**src/rtl/matvec_sequencer_if.sv**
```systemverilog
// Handshake bundle between the matrix-vector sequencer and its producers/consumers.
// master = sequencer side, slave = environment (x/row source, inner_product unit, y sink).
interface matvec_sequencer_if #(
   parameter int N = 4,
   parameter int M = 2
);
   logic [N-1:0][31:0] input_x;
   logic               input_x_stb;
   logic               input_x_ack;
   logic [N-1:0][31:0] input_row;
   logic               input_row_stb;
   logic               input_row_ack;
   logic [N-1:0][31:0] ip_v1;
   logic [N-1:0][31:0] ip_v2;
   logic               ip_v1_stb;
   logic               ip_v2_stb;
   logic               ip_v1_ack;
   logic               ip_v2_ack;
   logic [31:0]        ip_prod;
   logic               ip_prod_stb;
   logic               ip_prod_ack;
   logic [M-1:0][31:0] output_y;
   logic               output_y_stb;
   logic               output_y_ack;

   modport master (
      input  input_x, input_x_stb, output input_x_ack,
      input  input_row, input_row_stb, output input_row_ack,
      output ip_v1, ip_v2, ip_v1_stb, ip_v2_stb,
      input  ip_v1_ack, ip_v2_ack,
      input  ip_prod, ip_prod_stb, output ip_prod_ack,
      output output_y, output_y_stb, input output_y_ack
   );

   modport slave (
      output input_x, input_x_stb, input input_x_ack,
      output input_row, input_row_stb, input input_row_ack,
      input  ip_v1, ip_v2, ip_v1_stb, ip_v2_stb,
      output ip_v1_ack, ip_v2_ack,
      output ip_prod, ip_prod_stb, input ip_prod_ack,
      input  output_y, output_y_stb, output output_y_ack
   );
endinterface

```
**src/rtl/matvec_sequencer.sv**
```systemverilog
// y = W*x by feeding M rows through one shared inner_product unit; ~M*(3+L_ip) cycles per pass.
// Every handshake output is a register; each stage stalls indefinitely on its partner's ack/stb.
module matvec_sequencer #(
   parameter int N = 4,
   parameter int M = 2
) (
   input  logic             clk,
   input  logic             rst,
   matvec_sequencer_if.master bus
);
   localparam int RW = (M > 1) ? $clog2(M) : 1;

   typedef enum logic [2:0] {IDLE, LOAD_ROW, ISSUE, WAIT_PROD, OUTPUT} state_t;

   state_t             state;
   logic [RW-1:0]      r;
   logic [N-1:0][31:0] x_vec;
   logic [N-1:0][31:0] row_vec;
   logic [M-1:0][31:0] y_vec;
   logic               x_ack;
   logic               row_ack;
   logic               v1_stb;
   logic               v2_stb;
   logic               prod_ack;
   logic               y_stb;

   assign bus.input_x_ack   = x_ack;
   assign bus.input_row_ack = row_ack;
   assign bus.ip_v1         = row_vec;
   assign bus.ip_v2         = x_vec;
   assign bus.ip_v1_stb     = v1_stb;
   assign bus.ip_v2_stb     = v2_stb;
   assign bus.ip_prod_ack   = prod_ack;
   assign bus.output_y      = y_vec;
   assign bus.output_y_stb  = y_stb;

   always_ff @(posedge clk or negedge rst) begin
      if (!rst) begin
         state    <= IDLE;
         r        <= '0;
         x_vec    <= '0;
         row_vec  <= '0;
         y_vec    <= '0;
         x_ack    <= 1'b0;
         row_ack  <= 1'b0;
         v1_stb   <= 1'b0;
         v2_stb   <= 1'b0;
         prod_ack <= 1'b0;
         y_stb    <= 1'b0;
      end else begin
         case (state)
            IDLE: begin
               // x_ack rises one cycle after reset release, then stays up until x is taken
               x_ack <= 1'b1;
               if (bus.input_x_stb && x_ack) begin
                  x_vec   <= bus.input_x;
                  r       <= '0;
                  x_ack   <= 1'b0;
                  row_ack <= 1'b1;
                  state   <= LOAD_ROW;
               end
            end
            LOAD_ROW: begin
               if (bus.input_row_stb && row_ack) begin
                  row_vec <= bus.input_row;
                  row_ack <= 1'b0;
                  v1_stb  <= 1'b1;
                  v2_stb  <= 1'b1;
                  state   <= ISSUE;
               end
            end
            ISSUE: begin
               if (v1_stb && bus.ip_v1_ack) v1_stb <= 1'b0;
               if (v2_stb && bus.ip_v2_ack) v2_stb <= 1'b0;
               // both operands may complete in the same cycle or in separate ones
               if ((!v1_stb || bus.ip_v1_ack) && (!v2_stb || bus.ip_v2_ack)) begin
                  prod_ack <= 1'b1;
                  state    <= WAIT_PROD;
               end
            end
            WAIT_PROD: begin
               if (bus.ip_prod_stb && prod_ack) begin
                  for (int i = 0; i < M; i++) begin
                     if (r == RW'(i)) y_vec[i] <= bus.ip_prod;
                  end
                  prod_ack <= 1'b0;
                  if (r == RW'(M - 1)) begin
                     y_stb <= 1'b1;
                     state <= OUTPUT;
                  end else begin
                     r       <= r + RW'(1);
                     row_ack <= 1'b1;
                     state   <= LOAD_ROW;
                  end
               end
            end
            OUTPUT: begin
               if (y_stb && bus.output_y_ack) begin
                  y_stb <= 1'b0;
                  x_ack <= 1'b1;
                  state <= IDLE;
               end
            end
            default: state <= IDLE;
         endcase
      end
   end
endmodule

```
**src/flat_wrapper.sv**
```systemverilog
// flat-port wrapper written by rule: the top's interface ports become plain ports
module matvec_sequencer_flat 
#(
   parameter int N = 4,
   parameter int M = 2
)
  (clk, rst, bus_input_x, bus_input_x_stb, bus_input_x_ack, bus_input_row, bus_input_row_stb, bus_input_row_ack, bus_ip_v1, bus_ip_v2, bus_ip_v1_stb, bus_ip_v2_stb, bus_ip_v1_ack, bus_ip_v2_ack, bus_ip_prod, bus_ip_prod_stb, bus_ip_prod_ack, bus_output_y, bus_output_y_stb, bus_output_y_ack);
  matvec_sequencer_if #(.N(N), .M(M)) bus_i ();
  input  logic clk;
  input  logic rst;
  input wire logic [$bits(bus_i.input_x)-1:0] bus_input_x;
  input wire logic [$bits(bus_i.input_x_stb)-1:0] bus_input_x_stb;
  output wire logic [$bits(bus_i.input_x_ack)-1:0] bus_input_x_ack;
  input wire logic [$bits(bus_i.input_row)-1:0] bus_input_row;
  input wire logic [$bits(bus_i.input_row_stb)-1:0] bus_input_row_stb;
  output wire logic [$bits(bus_i.input_row_ack)-1:0] bus_input_row_ack;
  output wire logic [$bits(bus_i.ip_v1)-1:0] bus_ip_v1;
  output wire logic [$bits(bus_i.ip_v2)-1:0] bus_ip_v2;
  output wire logic [$bits(bus_i.ip_v1_stb)-1:0] bus_ip_v1_stb;
  output wire logic [$bits(bus_i.ip_v2_stb)-1:0] bus_ip_v2_stb;
  input wire logic [$bits(bus_i.ip_v1_ack)-1:0] bus_ip_v1_ack;
  input wire logic [$bits(bus_i.ip_v2_ack)-1:0] bus_ip_v2_ack;
  input wire logic [$bits(bus_i.ip_prod)-1:0] bus_ip_prod;
  input wire logic [$bits(bus_i.ip_prod_stb)-1:0] bus_ip_prod_stb;
  output wire logic [$bits(bus_i.ip_prod_ack)-1:0] bus_ip_prod_ack;
  output wire logic [$bits(bus_i.output_y)-1:0] bus_output_y;
  output wire logic [$bits(bus_i.output_y_stb)-1:0] bus_output_y_stb;
  input wire logic [$bits(bus_i.output_y_ack)-1:0] bus_output_y_ack;
  assign bus_i.input_x = bus_input_x;
  assign bus_i.input_x_stb = bus_input_x_stb;
  assign bus_input_x_ack = bus_i.input_x_ack;
  assign bus_i.input_row = bus_input_row;
  assign bus_i.input_row_stb = bus_input_row_stb;
  assign bus_input_row_ack = bus_i.input_row_ack;
  assign bus_ip_v1 = bus_i.ip_v1;
  assign bus_ip_v2 = bus_i.ip_v2;
  assign bus_ip_v1_stb = bus_i.ip_v1_stb;
  assign bus_ip_v2_stb = bus_i.ip_v2_stb;
  assign bus_i.ip_v1_ack = bus_ip_v1_ack;
  assign bus_i.ip_v2_ack = bus_ip_v2_ack;
  assign bus_i.ip_prod = bus_ip_prod;
  assign bus_i.ip_prod_stb = bus_ip_prod_stb;
  assign bus_ip_prod_ack = bus_i.ip_prod_ack;
  assign bus_output_y = bus_i.output_y;
  assign bus_output_y_stb = bus_i.output_y_stb;
  assign bus_i.output_y_ack = bus_output_y_ack;
  matvec_sequencer #(.N(N), .M(M)) u_core (.clk(clk), .rst(rst), .bus(bus_i));
endmodule
```
**config.mk**
```make
export PLATFORM = sky130hd
export DESIGN_NAME = matvec_sequencer_flat
export DESIGN_NICKNAME = d
export VERILOG_FILES = /design/src/rtl/matvec_sequencer_if.sv /design/src/rtl/matvec_sequencer.sv /design/src/flat_wrapper.sv
export SDC_FILE = /design/constraint.sdc
export NUM_CORES = 1
export LEC_CHECK = 0
export CAP_MARGIN = 30
export CORE_AREA = 2 2 242 244
export DETAILED_ROUTE_END_ITERATION = 10
export DIE_AREA = 0 0 244 246
export PLACE_DENSITY = 0.53
export SLEW_MARGIN = 30
export SYNTH_ARGS = -nofsm -noshare
export SYNTH_HDL_FRONTEND = slang
export SYNTH_SLANG_ARGS = --single-unit
```
**constraint.sdc**
```tcl
create_clock -name clk -period 2.2 [get_ports clk]
set_input_delay 0.44 -clock clk [delete_from_list [all_inputs] [get_ports clk]]
set_output_delay 0.44 -clock clk [all_outputs]
set_load 0.02 [all_outputs]
```
* After elaboration in Yosys (flattened, before gate mapping)
Cells that the tools add are included.
** Word-level totals
- Flip-flop bits (word level) :: 330
- Output and inout bits :: 326
- Bits of input ports :: 296
- Word-level logic and storage cells :: 94
** Cells by class
- Multiplexer cells :: 31
- Eq/ne operators :: 13
- Add/subtract/negate cells :: 1
- Reduce and logical (&&, ||, !) cells :: 30
- Bitwise gates (word level) :: 1
** Operators by type and width (count)
- two-way mux 3 bit :: 6
- AND reduction 3 bit :: 6
- two-way mux 1 bit :: 17
- inequality test 2 x 1 -> 1 bit, second input constant :: 8
- case mux 3 bit (5 select lines) :: 1
- case mux 1 bit (2 select lines) :: 6
- AND reduction 5 bit :: 2
- nonzero test 2 bit :: 5
- logical AND 1 bit :: 7
- == test 3 x 2 -> 1 bit, second input constant :: 2
- AND reduction 2 bit :: 3
- AND reduction 4 bit :: 1
- == test 3 x 1 -> 1 bit, second input constant :: 1
- == test 3 bit, second input constant :: 1
- zero test 3 bit :: 1
- case mux 1 bit (3 select lines) :: 1
- nonzero test 3 bit :: 1
- zero test 1 bit :: 2
- logical OR 1 bit :: 2
- inequality test 2 bit, second input constant :: 1
- adder 1 bit, second input constant :: 1
- inverter 1 bit :: 1

* Longest topological paths before layout
- Depth in word-level cells :: 5
- Gate-level depth with buffers :: 6
- Mapped depth without buffers :: 3

* Worst setup path before layout
OpenSTA, ideal clock, no wires.
- Path type :: register to register
- Start :: register u_core.state[1]
- End :: register u_core.row_vec, in the netlist u_core.bus.ip_v1[103]
- Data arrival time :: 1.469 ns
- Cell stages (with the launch flop) :: 7
- Period minus slack after synthesis :: 1.594 ns
- Path slack :: 0.606 ns
- Data required time :: 2.075 ns
- Library setup time :: 0.125 ns
- Buffers on the path :: 3
- Cells stage by stage :: dfrtp_1 -> buf_2 -> nand4b_4 -> nor2_2 -> buf_4 -> buf_4 -> mux2_2
** On the way
- Longest elaborated chain between the ends :: 2
** RTL lines
- start, declared :: RTL line matvec_sequencer.sv:15 : state_t state;
- start signal, assigned :: RTL line matvec_sequencer.sv:39 : state <= IDLE;
- start signal, assigned :: RTL line matvec_sequencer.sv:60 : state <= LOAD_ROW;
- start signal, assigned :: RTL line matvec_sequencer.sv:69 : state <= ISSUE;
- == test 3 x 1 -> 1 bit :: RTL line matvec_sequencer.sv:51 : case (state)
- AND reduction 2 bit (no line)
- end signal, assigned :: RTL line matvec_sequencer.sv:65 : row_vec <= bus.input_row;
- end, declared :: RTL line matvec_sequencer.sv:18 : logic [N-1:0][31:0] row_vec;
Every way passes these cells.
A chain may end at the register's enable or synchronous reset.

* Final worst setup path
- Start :: register u_core.prod_ack (netlist: u_core.bus.ip_prod_ack)
- End :: output bus_ip_prod_ack
** RTL lines
- start, declared :: RTL line matvec_sequencer.sv:24 : logic prod_ack;
- start signal, assigned :: RTL line matvec_sequencer.sv:48 : prod_ack <= 1'b0;
- start signal, assigned :: RTL line matvec_sequencer.sv:77 : prod_ack <= 1'b1;
- start signal, assigned :: RTL line matvec_sequencer.sv:86 : prod_ack <= 1'b0;
- end, declared :: RTL line flat_wrapper.sv:25 : output wire logic [$bits(bus_i.ip_prod_ack)-1:0] bus_ip_prod_ack;
No word-level cell between the ends.

==> results.txt <==
crit path cell chain = clkdlybuf4s50_1
ANT cells = 0
# setup viols final = 0
clock sinks = 330
Overflow after GRT = 0
vias in the first global route = 9511
CP peak stage delay = 0.70 ns
share of cells above drive strength 1 = 28.22%
P_sw = 0.002764 W
Reg-to-Reg Start = u_core.state[1]$_DFFE_PN0P_
# DRC = 0
syn_area_per_cell = 17.50 um2
Layout area overhead = 67.57%
Slew @ Worst Pin = 0.4997 ns
Cell Area, Synth = 12880 um2
Critical Path End Type = primary output
Die ar. = 60020 um2
pin count of the biggest net entering global routing = 65
Setup TNS = 0 ns
pwr/cell area = 621.8 nW/um2
P_int = 0.01066 W
clk buf depth = 3
crit path max fanout = 6
crit start category = register
CORE AREA = 57370 um2
most frequent cells in the layout = clkdlybuf4s50_1 (619), dfrtp_1 (330), mux2_2 (199)
root buffer cell = clkbuf_16
Worst slew margin = 66.68%
Switching Fraction = 20.60%
Slew Limit Fails = 0
Tmin final = 2.103 ns
Cell variety after synth = 33
crit path DAT = 1.66 ns
status = finished clean
Clk pin slew, worst setup/hold paths = 0.06 ns
IO Count = 622
DRT Wirelength = 40.77 mm
Max-Cap Viols = 0
final critical-path share of the clock period = 95.57%
sequential fraction of the synthesis area = 64.12%
Buf/Inv on CP = 1
number of register bits inferred by synthesis = 330
maximum VDD drop = 0.0004857 V
footprint of the multi-input gates = 4298 um2
Mapped Nets = 1032
Row Count = 88
die height = 246 um
Worst Hold Class = input pin to asynchronous set/reset pin
Gate Count Post-Synth = 736
Comb power frac = 5.3%
Reg area = 8258 um2
GRT Overall Usage = 13.12%
hold slack = 0.4120 ns
worst setup path startpoint = u_core.bus.ip_prod_ack$_DFFE_PN0P_
RSZ-0062 raised after global routing = no
post-detail-place hpwl = 31.05 mm
H-tree depth = 2
most common cell after layout, fill and taps aside = clkdlybuf4s50_1
YS warnings = 0
Final Hold Vio Count = 0
Max Clk Rate = 475.6 MHz
Via Count = 8646
Filler cells = 5526
nets@finish = 1697
vias per cell = 3.943
Clock Latency Late Sink = 0.54 ns
Seq pwr share = 45.2%
clk_skew = 0.02129 ns
DR pass1 iterations = 4
first-pass GRT wire length = 60.33 mm
Top Family by Delay on Critical Path = buffers and inverters
Slowest-stage cell, CP = clkdlybuf4s50_1
CTS buffer count = 40
CP required = 1.76 ns
routability cong. = 0.7909
Initial Utilization = 22.45%
clock share of power = 49.4%
overall die width = 244 um
final antenna-violating net count = 0
antenna violations before repair = 0
drt wl/cell = 18.59 um
CTS tree = done
Leakage = 10.14 nW
CP Class = register to primary output
port bufs = 621
DRT iter0 DRCs = 224
through the flow:
step	power [W]	std cells	utilization (%)	instance area, um2	worst slack [ns]
3_3_place_gp	0.006904	2123	35.32	20260	0.05448
4_1_cts	0.01371	2193	37.62	21580	0.01964
6_report	0.01342	2193	37.62	21580	0.09744
3_5_place_dp	0.006909	2123	35.32	20260	0.02999
2_1_floorplan	0.006192	736	-	12880	0.6061
5_1_grt	0.01398	2193	37.62	21580	0.02447
logic make-up after synthesis:
kind of cell           share of synthesized area (%)
flip-flops                                     64.12
multiplexers                                   30.89
buffers and inverters                          2.662
AND/OR/NAND/NOR                                1.370
AO/OA/AOI/OAI                                 0.9617
final timing paths:
check                      slack [ns]  cells after the start                                 to
setup / recovery                  0.1                      1                    bus_ip_prod_ack
hold / removal                   0.41                      2   u_core.bus.ip_v1[14]$_DFFE_PN0P_
setup reg to reg                 0.33                      4   u_core.bus.ip_v2[24]$_DFFE_PN0P_
hold reg to reg                  0.48                      1  u_core.bus.ip_v1[113]$_DFFE_PN0P_
max in group asynchronous        1.00                      3   u_core.bus.ip_v1[94]$_DFFE_PN0P_
min in group clk                 0.48                      1  u_core.bus.ip_v1[113]$_DFFE_PN0P_
registers in the layout (all words and copies together), names as in the netlist:
name	cells
u_core.bus.ip_prod_ack	1
u_core.bus.ip_v2_stb	1
u_core.bus.input_x_ack	1
u_core.state	3
u_core.bus.output_y	64
u_core.r	1
u_core.bus.ip_v2	128
u_core.bus.output_y_stb	1
u_core.bus.ip_v1_stb	1
u_core.bus.input_row_ack	1
u_core.bus.ip_v1	128
repair_timing:
action / CTS / global route
gates resized for setup: 1 / 0
hold endpoints to repair: 40 / 0
hold buffers: 1 / 0
setup endpoints to repair: 1 / 0
buffers inserted: 0 / 0
synthesized netlist by cell type (all sizes together):
master / n / area [um2]
a31oi: 1 / 6.260
and4bb: 1 / 12.51
inv: 4 / 15.01
a211oi: 1 / 7.510
dfrtp: 330 / 8258
a21bo: 1 / 10.01
mux2: 320 / 3979
nand3: 3 / 20.02
nand2: 8 / 32.54
nand4b: 1 / 23.77
nor4bb: 1 / 10.01
nor3: 2 / 21.27
a21oi: 6 / 30.03
nor2: 3 / 13.77
o31ai: 3 / 22.52
o211ai: 2 / 15.01
and2b: 1 / 7.510
buf: 35 / 319.1
o21ai: 5 / 25.02
and3: 1 / 6.260
a21o: 1 / 7.510
clkbuf: 2 / 8.750
and4b: 1 / 10.01
nand2b: 3 / 18.77
cell type report:
cell class                      count  share of cell area, %
Timing Repair Buffer              660                  31.23
Clock buffer                       62                  5.583
Inverter                            4                0.06957
Tap cell                          765                  4.435
Clock inverter                      7                 0.5101
Multi-Input combinational cell    365                  19.91
Sequential cell                   330                  38.26
per-layer routing:
layer,wire length (um),up-vias,global-route usage (%)
met4,871,0,3.802
met1,15510,4295,14.75
met5,0,-,0
li1,-,3939,-
met3,3144,55,4.314
met2,21240,357,23.57
power by group through the flow:
stage	Sequential, W	Combinational (W)	Clock (W)
floorplan	0.00618	0.00000979	0
global placement	0.00618	0.000724	0
detailed placement	0.00618	0.000729	0
CTS	0.00607	0.000736	0.00690
global route	0.00607	0.000773	0.00714
finish	0.00607	0.000713	0.00664
Power figures use the tool's default switching activity.
